--- src/rtl/addsub_operand_ctrl.sv ---
// addsub_operand_ctrl: button/switch operand entry for the 2-bit addsub unit.
// Build option: define DEBOUNCE_EN to add per-button debounce counters.
module addsub_operand_ctrl #(
  parameter int DEBOUNCE_CYCLES = 4
) (
  input  logic       clk,
  input  logic       reset,
  input  logic [1:0] sw_data,
  input  logic       sw_mode,
  input  logic       btn_enter,
  input  logic       btn_clear,
  input  logic [1:0] sum_in,
  input  logic       cout_in,
  output logic [1:0] op_a,
  output logic [1:0] op_b,
  output logic       op_m,
  output logic [1:0] result_s,
  output logic       result_c,
  output logic       result_valid,
  output logic [1:0] state_code
);

  typedef enum logic [1:0] {
    IDLE   = 2'b00,
    LOAD_B = 2'b01,
    EXEC   = 2'b10,
    SHOW   = 2'b11
  } state_t;

  // bit 0 = enter, bit 1 = clear
  logic [1:0] s1, s2, lvl, prev, pulse, warm;
  logic       enter_p, clear_p;

  always_ff @(posedge clk) begin
    if (reset) begin
      s1   <= '0;
      s2   <= '0;
      warm <= '0;
    end else begin
      s1   <= {btn_clear, btn_enter};
      s2   <= s1;
      warm <= {warm[0], 1'b1};
    end
  end

`ifdef DEBOUNCE_EN
  localparam int CW = $clog2(DEBOUNCE_CYCLES + 1);
  localparam logic [CW-1:0] CMAX = CW'(DEBOUNCE_CYCLES);

  logic [CW-1:0] cnt [2];

  always_ff @(posedge clk) begin
    if (reset) begin
      cnt[0] <= '0;
      cnt[1] <= '0;
    end else begin
      for (int i = 0; i < 2; i++) begin
        if (!s2[i])
          cnt[i] <= '0;
        else if (cnt[i] != CMAX)
          cnt[i] <= cnt[i] + 1'b1;
      end
    end
  end

  always_comb begin
    lvl = '0;
    for (int i = 0; i < 2; i++)
      lvl[i] = (cnt[i] == CMAX);
  end
`else
  logic unused_dbc;
  assign unused_dbc = (DEBOUNCE_CYCLES > 0);
  assign lvl = s2;
`endif

  // prev holds high until the synchronizer has filled after reset, and
  // stays high while the button is still down, so a held button is inert
  always_ff @(posedge clk) begin
    if (reset)
      prev <= 2'b11;
    else if (warm[1])
      prev <= lvl | (prev & s2);
  end

  assign pulse   = lvl & ~prev;
  assign enter_p = pulse[0];
  assign clear_p = pulse[1];

  state_t     state, state_n;
  logic [1:0] a_n, b_n, rs_n;
  logic       m_n, rc_n, rv_n;

  always_ff @(posedge clk) begin
    if (reset) begin
      state        <= IDLE;
      op_a         <= '0;
      op_b         <= '0;
      op_m         <= 1'b0;
      result_s     <= '0;
      result_c     <= 1'b0;
      result_valid <= 1'b0;
    end else begin
      state        <= state_n;
      op_a         <= a_n;
      op_b         <= b_n;
      op_m         <= m_n;
      result_s     <= rs_n;
      result_c     <= rc_n;
      result_valid <= rv_n;
    end
  end

  always_comb begin
    state_n = state;
    a_n     = op_a;
    b_n     = op_b;
    m_n     = op_m;
    rs_n    = result_s;
    rc_n    = result_c;
    rv_n    = result_valid;
    if (clear_p) begin
      state_n = IDLE;
      a_n     = '0;
      b_n     = '0;
      m_n     = 1'b0;
      rs_n    = '0;
      rc_n    = 1'b0;
      rv_n    = 1'b0;
    end else begin
      unique case (state)
        IDLE: if (enter_p) begin
          a_n     = sw_data;
          state_n = LOAD_B;
        end
        LOAD_B: if (enter_p) begin
          b_n     = sw_data;
          m_n     = sw_mode;
          state_n = EXEC;
        end
        EXEC: begin
          rs_n    = sum_in;
          rc_n    = cout_in;
          rv_n    = 1'b1;
          state_n = SHOW;
        end
        SHOW: if (enter_p) begin
          a_n     = sw_data;
          rv_n    = 1'b0;
          state_n = LOAD_B;
        end
      endcase
    end
  end

  assign state_code = state;

endmodule

--- config.mk ---
export PLATFORM = sky130hd
export DESIGN_NAME = addsub_operand_ctrl
export DESIGN_NICKNAME = d
export VERILOG_FILES = /design/src/rtl/addsub_operand_ctrl.sv
export SDC_FILE = /design/constraint.sdc
export NUM_CORES = 1
export LEC_CHECK = 0
export BUFFER_PORTS_ARGS = -buffer_cell sky130_fd_sc_hd__buf_2
export CORE_MARGIN = 3
export CORE_UTILIZATION = 45
export DETAILED_ROUTE_END_ITERATION = 10
export MAX_ROUTING_LAYER = met4
export PLACE_DENSITY_LB_ADDON = 0.1
export SLEW_MARGIN = 10
export SYNTH_ARGS = -nofsm -noshare
export SYNTH_HDL_FRONTEND = slang
export SYNTH_SLANG_ARGS = --single-unit
--- constraint.sdc ---
create_clock -name clk -period 1.97 [get_ports clk]
set_clock_uncertainty 0.05 [all_clocks]
set_input_delay 0.0985 -clock clk [delete_from_list [all_inputs] [get_ports clk]]
set_output_delay 0.0985 -clock clk [all_outputs]
set_load 0.005 [all_outputs]
==> results of run 1 <==
[how the worst max path moves through the flow]
stage,from,end,slack [ps],cells after the start
4_1_cts,state_code[0]$_SDFFE_PP0P_,op_a[1]$_SDFFE_PP0P_,570,5
3_5_place_dp,state_code[0]$_SDFFE_PP0P_,op_a[1]$_SDFFE_PP0P_,580,5
3_3_place_gp,state_code[0]$_SDFFE_PP0P_,op_a[0]$_SDFFE_PP0P_,650,5
2_1_floorplan,state_code[0]$_SDFFE_PP0P_,op_a[0]$_SDFFE_PP0P_,680,5
5_1_grt,state_code[0]$_SDFFE_PP0P_,op_a[1]$_SDFFE_PP0P_,440,5
6_report,state_code[0]$_SDFFE_PP0P_,op_a[1]$_SDFFE_PP0P_,540,5
[per-layer routing]
layer	vias to the layer above	GRT usage	wire length, µm
met5	-	-	0
met2	14	0.206	498
met3	2	0.0237	69
met1	222	0.179	609
li1	272	-	-
met4	0	0.0511	13
[cell usage after synthesis]
cell type	number
nand3b_1	2
ha_1	4
a21o_1	3
buf_6	1
nor2_1	8
inv_1	4
nor2b_1	5
a21oi_2	3
dfxtp_1	19
o211ai_1	1
nand2_1	5
o21bai_1	1
mux2i_1	9
nand2b_1	1
[stage by stage]
step / setup WS [ps] / total power (µW) / utilization
6_report: 544 / 883 / 0.655
5_1_grt: 439 / 940 / 0.655
3_3_place_gp: 646 / 692 / 0.593
2_1_floorplan: 680 / 628 / -
3_5_place_dp: 579 / 695 / 0.593
4_1_cts: 566 / 891 / 0.655
[registers in the layout, summed over array words and instances (netlist names)]
signal	cells
result_c	1
op_m	1
op_a	2
op_b	2
result_valid	1
state_code	2
warm	2
prev	2
result_s	2
s1	2
lvl	2
[worst reg2reg max path, stage by stage (launching register included)]
cell      delay, ps
dfxtp_1         410
inv_1            90
ha_1            330
nand3b_1        150
mux2i_1         230
nor2_1           60
[power by group through the flow]
stage	combinational (µW)	clock, µW	sequential [µW]
floorplan	152	0	477
global placement	219	0	473
detailed placement	219	0	476
CTS	229	194	467
global route	261	203	475
finish	228	189	467
[cell families (layout without fill, tap and decap cells)]
kind of cell | count (synthesis) | count (layout) | share of synthesized area
AO/OA/AOI/OAI | 8 | 8 | 0.0896
buffers and inverters | 5 | 34 | 0.0369
flip-flops | 19 | 19 | 0.534
AND/OR/NAND/NOR | 21 | 21 | 0.142
adder cells (fa/ha/maj) | 4 | 4 | 0.0703
multiplexers | 9 | 9 | 0.127
[area by class of cell]
type                       instances  area (µm²)  area share
sequential                        19         380       0.420
multi-input combinational         42         305       0.337
clock buffer                       4        26.3      0.0290
inverter                           4        15.0      0.0166
timing repair buffer              26         160       0.177
tap                               15        18.8      0.0207
==> out/results.tsv, run 1 <==
metric	value	unit
grt_max_degree	12	
clkSinkCount	19	
grt_overflow	0	
synth_top_cell_by_area	dfxtp_1	
cp_data_required_time	2090	ps
post-cts-setup-buffer-count	0	
final_cell_mix	buf_2, dfxtp_1, mux2i_1, nor2_1, dlygate4sd3_1	
reg2reg_from	state_code[0]$_SDFFE_PP0P_	
final_common_cell	buf_2	
cts_resized	0	
fillers	107	
yosys_warnings	0	
fin_cells	110	
wl_per_cell	10.8	µm
ir_drop	633	µV
hp-class	input pin to register	
layout-drive-gt1-share	0.274	
syn_inst	66	
grt_pass1_vias	502	
grt_pass1_wl	2020	µm
fin_area	906	µm²
drcViolationCount	0	
place_area	820	µm²
dr.pass1.iters	5	
antenna_found_initial	0	
maxCapViolCount	0	
cts_max_level	1	
grtUsageTotal	0.136	
start_kind	register	
die_y	45.8	µm
dr_total_vias	510	
root_buffer	clkbuf_4	
crit_family	flip-flops	
io_buffers	20	
critPathMaxStageDelay	410	ps
cts_buffers	3	
worstReg2RegEnd	op_a[1]$_SDFFE_PP0P_	
setup_violations	0	
tns	0	ps
hold_violations	0	
finalCritPeriodShare	0.724	
tightest_slew	409	ps
drt_iter0_drc	4	
r2r_cells	5	
min_to	warm[1]$_SDFF_PP0_	
hold-worst-slack	4.97	ps
outcome	completed	
cp_max_fo	5	
fmax	0.701	GHz
cts.hold.buffers_added	6	
dp.cells	100	
syn_avg_cell_area	10.8	µm²
reg2reg_slack	540	ps
critical_path_class	register to register	
seq_power_share	0.529	
p_switching	252	µW
power.density	975	mW/mm²
syn_to_final_growth	27.2	%
row_count	13	
clock_path_buffers	2	
slew_headroom	0.727	
die_area	0.00210	mm²
crit_chain	inv_1 -> ha_1 -> nand3b_1 -> mux2i_1 -> nor2_1	
n_antenna_cell	0	
hp-start	reset	
drtAntennaViolNets	0	
post-route-min-period	1430	ps
fp.dieW	45.8	µm
core	0.00138	mm²
drv_slew	0	
cp.arrival	1550	ps
synth.area.top_cells	dfxtp_1, mux2i_1, ha_1	
dpl.hpwl	815	µm
slowest_stage	dfxtp_1	
nNetsFinal	110	
ios	21	
synth_seq_cells	19	
pwr-share-clk	0.214	
synth_cell_types	14	
rsz0062_at_grt	false	
wl	1190	µm
gp_congestion	0.731	
power.internal	632	µW
min_path_cells	2	
syn_nets	80	
clk_latency	280	ps
cts_tree	done	
p_leak	0.000463	µW
ys_seq_area_frac	0.534	
initial_core_util	0.515	
pwr-share-comb	0.258	
synth.cell_area	712	µm²
via_per_inst	4.64	
crit_buf_inv	1	
endpoint_kind	register	
path_clk_slew	100	ps
swShare	0.285	
synth_top_cell_area_share	0.534	
Power figures use the tool's default switching activity.
==> run 2, diff against run 1 <==
- CORE_UTILIZATION: 45 -> 43
- clock period: 1.97 -> 1.2 ns (I/O delays scaled with it)
==> out/results.tsv, run 2 (synthesized netlist as in run 1, its figures left out) <==
metric	value	unit
cts_buffers	3	
hold-worst-slack	398	ps
cp.arrival	1380	ps
fillers	115	
final-seq-area	388	µm²
drt_iter0_drc	6	
final_cell_mix	buf_2, dfxtp_1, mux2i_1, dlygate4sd3_1, nor2_1	
grt_overflow	0	
setup_ws	5.55	ps
initial_core_util	0.467	
fp.dieW	46.7	µm
final_common_cell	buf_2	
tightest_slew	212	ps
power.total	1710	µW
start_kind	register	
dr_total_vias	544	
post-route-min-period	1190	ps
dr.pass1.iters	4	
wl_per_cell	10.5	µm
outcome	completed	
fin_area	0.00104	mm²
multiInputGateArea	342	µm²
gp_congestion	0.681	
grtUsageTotal	0.136	
ios	21	
die_y	46.7	µm
grt_pass1_wl	2000	µm
tns	0	ps
path_clk_slew	110	ps
maxCapViolCount	0	
clkSinkCount	19	
clk_latency	290	ps
fmax	0.837	GHz
power.density	1640	mW/mm²
ir_drop	957	µV
via_per_inst	4.50	
root_buffer	clkbuf_4	
drtAntennaViolNets	0	
hp-class	register to register	
grt_max_degree	12	
setup_violations	0	
grt_pass1_vias	492	
syn_to_final_growth	46.0	%
rsz0062_at_grt	true	
drcViolationCount	0	
p_leak	0.000517	µW
finalCritPeriodShare	0.995	
slew_headroom	0.858	
cts_max_level	1	
row_count	14	
cp_data_required_time	1390	ps
drv_slew	0	
preCtsSetupSlack	-56.3	ps
place_area	861	µm²
antenna_found_initial	0	
hold_violations	0	
layout-drive-gt1-share	0.390	
cts_tree	done	
clock_path_buffers	2	
cp_max_fo	3	
core	0.00152	mm²
endpoint_kind	register	
die_area	0.00218	mm²
dpl.hpwl	869	µm
n_antenna_cell	0	
nNetsFinal	120	
wl	1270	µm
io_buffers	20	
critical_path_class	register to register	
-- run 2: repair_timing --
action	CTS	global route
resized for setup	4	7
pin swaps	1	5
setup buffers	1	1
hold buffers	9	0
setup endpoints to repair	5	6
hold endpoints to repair	14	0
-- run 2: through the flow --
step,util,instances
3_5_place_dp,0.565,106
6_report,0.682,121
5_1_grt,0.682,121
2_1_floorplan,-,66
4_1_cts,0.658,120
3_3_place_gp,0.565,106
-- run 2: where the power goes --
group / internal, µW / switching (µW) / total, µW
clock: 124 / 191 / 315
sequential: 722 / 75.4 / 797
combinational: 364 / 234 / 598
total: 1210 / 501 / 1710
-- run 2: worst max-delay path, stage by stage, from the launching register on --
cell      delay [ps]
dfxtp_4          380
buf_4            130
buf_4            120
ha_1             190
o21bai_4         160
a21oi_2          100
-- run 2: final cells by class --
class                      count  share of cell area
clock buffer                   3              0.0217
clock inverter                 1             0.00481
inverter                       4              0.0193
multi-input combinational     42               0.329
sequential                    19               0.373
tap                           16              0.0193
timing repair buffer          36               0.233
-- run 2: final timing paths --
kind	start	slack (ps)	depth (start not counted)	endpoint
worst min-delay path	warm[0]$_DFF_P_	400	1	warm[1]$_SDFF_PP0_
worst min register to register	warm[0]$_DFF_P_	400	1	warm[1]$_SDFF_PP0_
worst max register to register	state_code[0]$_SDFFE_PP0P_	6	5	result_valid$_SDFFE_PP0P_
worst max-delay path	state_code[0]$_SDFFE_PP0P_	6	5	result_valid$_SDFFE_PP0P_
-- run 2: routing by layer --
metal / vias up / GRT usage / share of wire
li1: 292 / - / -
met2: 11 / 0.209 / 0.46
met1: 239 / 0.170 / 0.50
met5: - / - / 0
met3: 2 / 0.0234 / 0.029
met4: 0 / 0.0663 / 0.012
==> run 3, diff against run 2 <==
- RECOVER_POWER: not set -> 100
==> out/results.tsv, run 3 (synthesized netlist as in run 1, its figures left out) <==
metric	value	unit
outcome	completed	
post-route-min-period	1190	ps
drcViolationCount	0	
drtAntennaViolNets	0	
gp_congestion	0.681	
nNetsFinal	120	
multiInputGateArea	342	µm²
highest_layer	met4	
start_kind	register	
initial_core_util	0.467	
clock_path_buffers	2	
antenna_found_initial	0	
wl_met1	620	µm
power.total	1710	µW
final_common_cell	dfxtp_1	
ir_drop	956	µV
cts_max_level	1	
critical_path_class	register to register	
fmax	0.837	GHz
finalCritPeriodShare	0.995	
drv_slew	0	
cp_max_fo	3	
met2_length	588	µm
cp_data_required_time	1390	ps
tightest_slew	265	ps
grt_pass1_wl	2000	µm
tns	0	ps
power.density	1650	mW/mm²
path_clk_slew	100	ps
p_leak	0.000493	µW
die_y	46.7	µm
grt_pass1_vias	492	
layout-drive-gt1-share	0.333	
endpoint_kind	register	
clkSinkCount	19	
die_area	0.00218	mm²
wl	1270	µm
via_per_inst	4.51	
wl_per_cell	10.5	µm
setup_violations	0	
ios	21	
clk_latency	290	ps
slew_headroom	0.823	
dr_total_vias	546	
syn_to_final_growth	45.0	%
drt_iter0_drc	6	
row_count	14	
hold-worst-slack	398	ps
hp-class	register to register	
utilization	0.677	
n_antenna_cell	0	
grt_overflow	0	
dpl.hpwl	869	µm
dr.pass1.iters	4	
cts_tree	done	
hold_violations	0	
core	0.00152	mm²
cts_buffers	3	
rsz0062_at_grt	true	
final_cell_mix	dfxtp_1, buf_2, mux2i_1, dlygate4sd3_1, nor2_1	
dr_wl_met3	41	µm
io_buffers	20	
grt_max_degree	12	
final-seq-area	388	µm²
fp.dieW	46.7	µm
root_buffer	clkbuf_4	
cp.arrival	1380	ps
maxCapViolCount	0	
grtUsageTotal	0.136	
fillers	120	
## run 3: layout make-up
type                            count  area share
Tap cell                           16      0.0194
Timing Repair Buffer               36       0.228
Clock inverter                      1     0.00485
Inverter                            4      0.0194
Clock buffer                        3      0.0218
Sequential cell                    19       0.376
Multi-Input combinational cell     42       0.331
## run 3: report_power, final
part           total [µW]  leakage [µW]  internal [µW]  switching (µW)
Sequential            798      0.000157            722            76.1
Combinational         594      0.000317            359             235
Clock                 315     0.0000177            124             191
Total                1710      0.000493           1200             502
## run 3: final timing paths
check	endpoint	from	cells after the start	slack, ps
worst max register to register	result_valid$_SDFFE_PP0P_	state_code[0]$_SDFFE_PP0P_	5	6
worst min register to register	warm[1]$_SDFF_PP0_	warm[0]$_DFF_P_	1	400
worst min-delay path	warm[1]$_SDFF_PP0_	warm[0]$_DFF_P_	1	400
worst max-delay path	result_valid$_SDFFE_PP0P_	state_code[0]$_SDFFE_PP0P_	5	6
## run 3: repair_timing
| item | in CTS | in global routing |
|---|---|---|
| hold buffers | 9 | 0 |
| hold endpoints to repair | 14 | 0 |
| setup endpoints to repair | 5 | 6 |
| pin swaps | 1 | 5 |
| buffers inserted | 1 | 1 |
| resized for setup | 4 | 7 |
## run 3: through the flow
stage                     area, µm²  instances  setup WS [ps]
after CTS                      1000        120           1.66
after global routing           1030        121          -50.0
after global placement          861        106          -30.3
after detailed placement        861        106          -56.3
final                          1030        121           5.70
after floorplan                 714         66          -18.8
## run 3: routing by layer
layer	track usage	vias to the layer above
met5	-	-
li1	-	292
met1	0.170	241
met4	0.0663	0
met3	0.0234	2
met2	0.209	11
## run 3: worst max-delay path: stages (launching register included)
cell,delay (ps)
dfxtp_4,380
buf_4,130
buf_4,120
ha_1,190
o21bai_4,160
a21oi_2,100
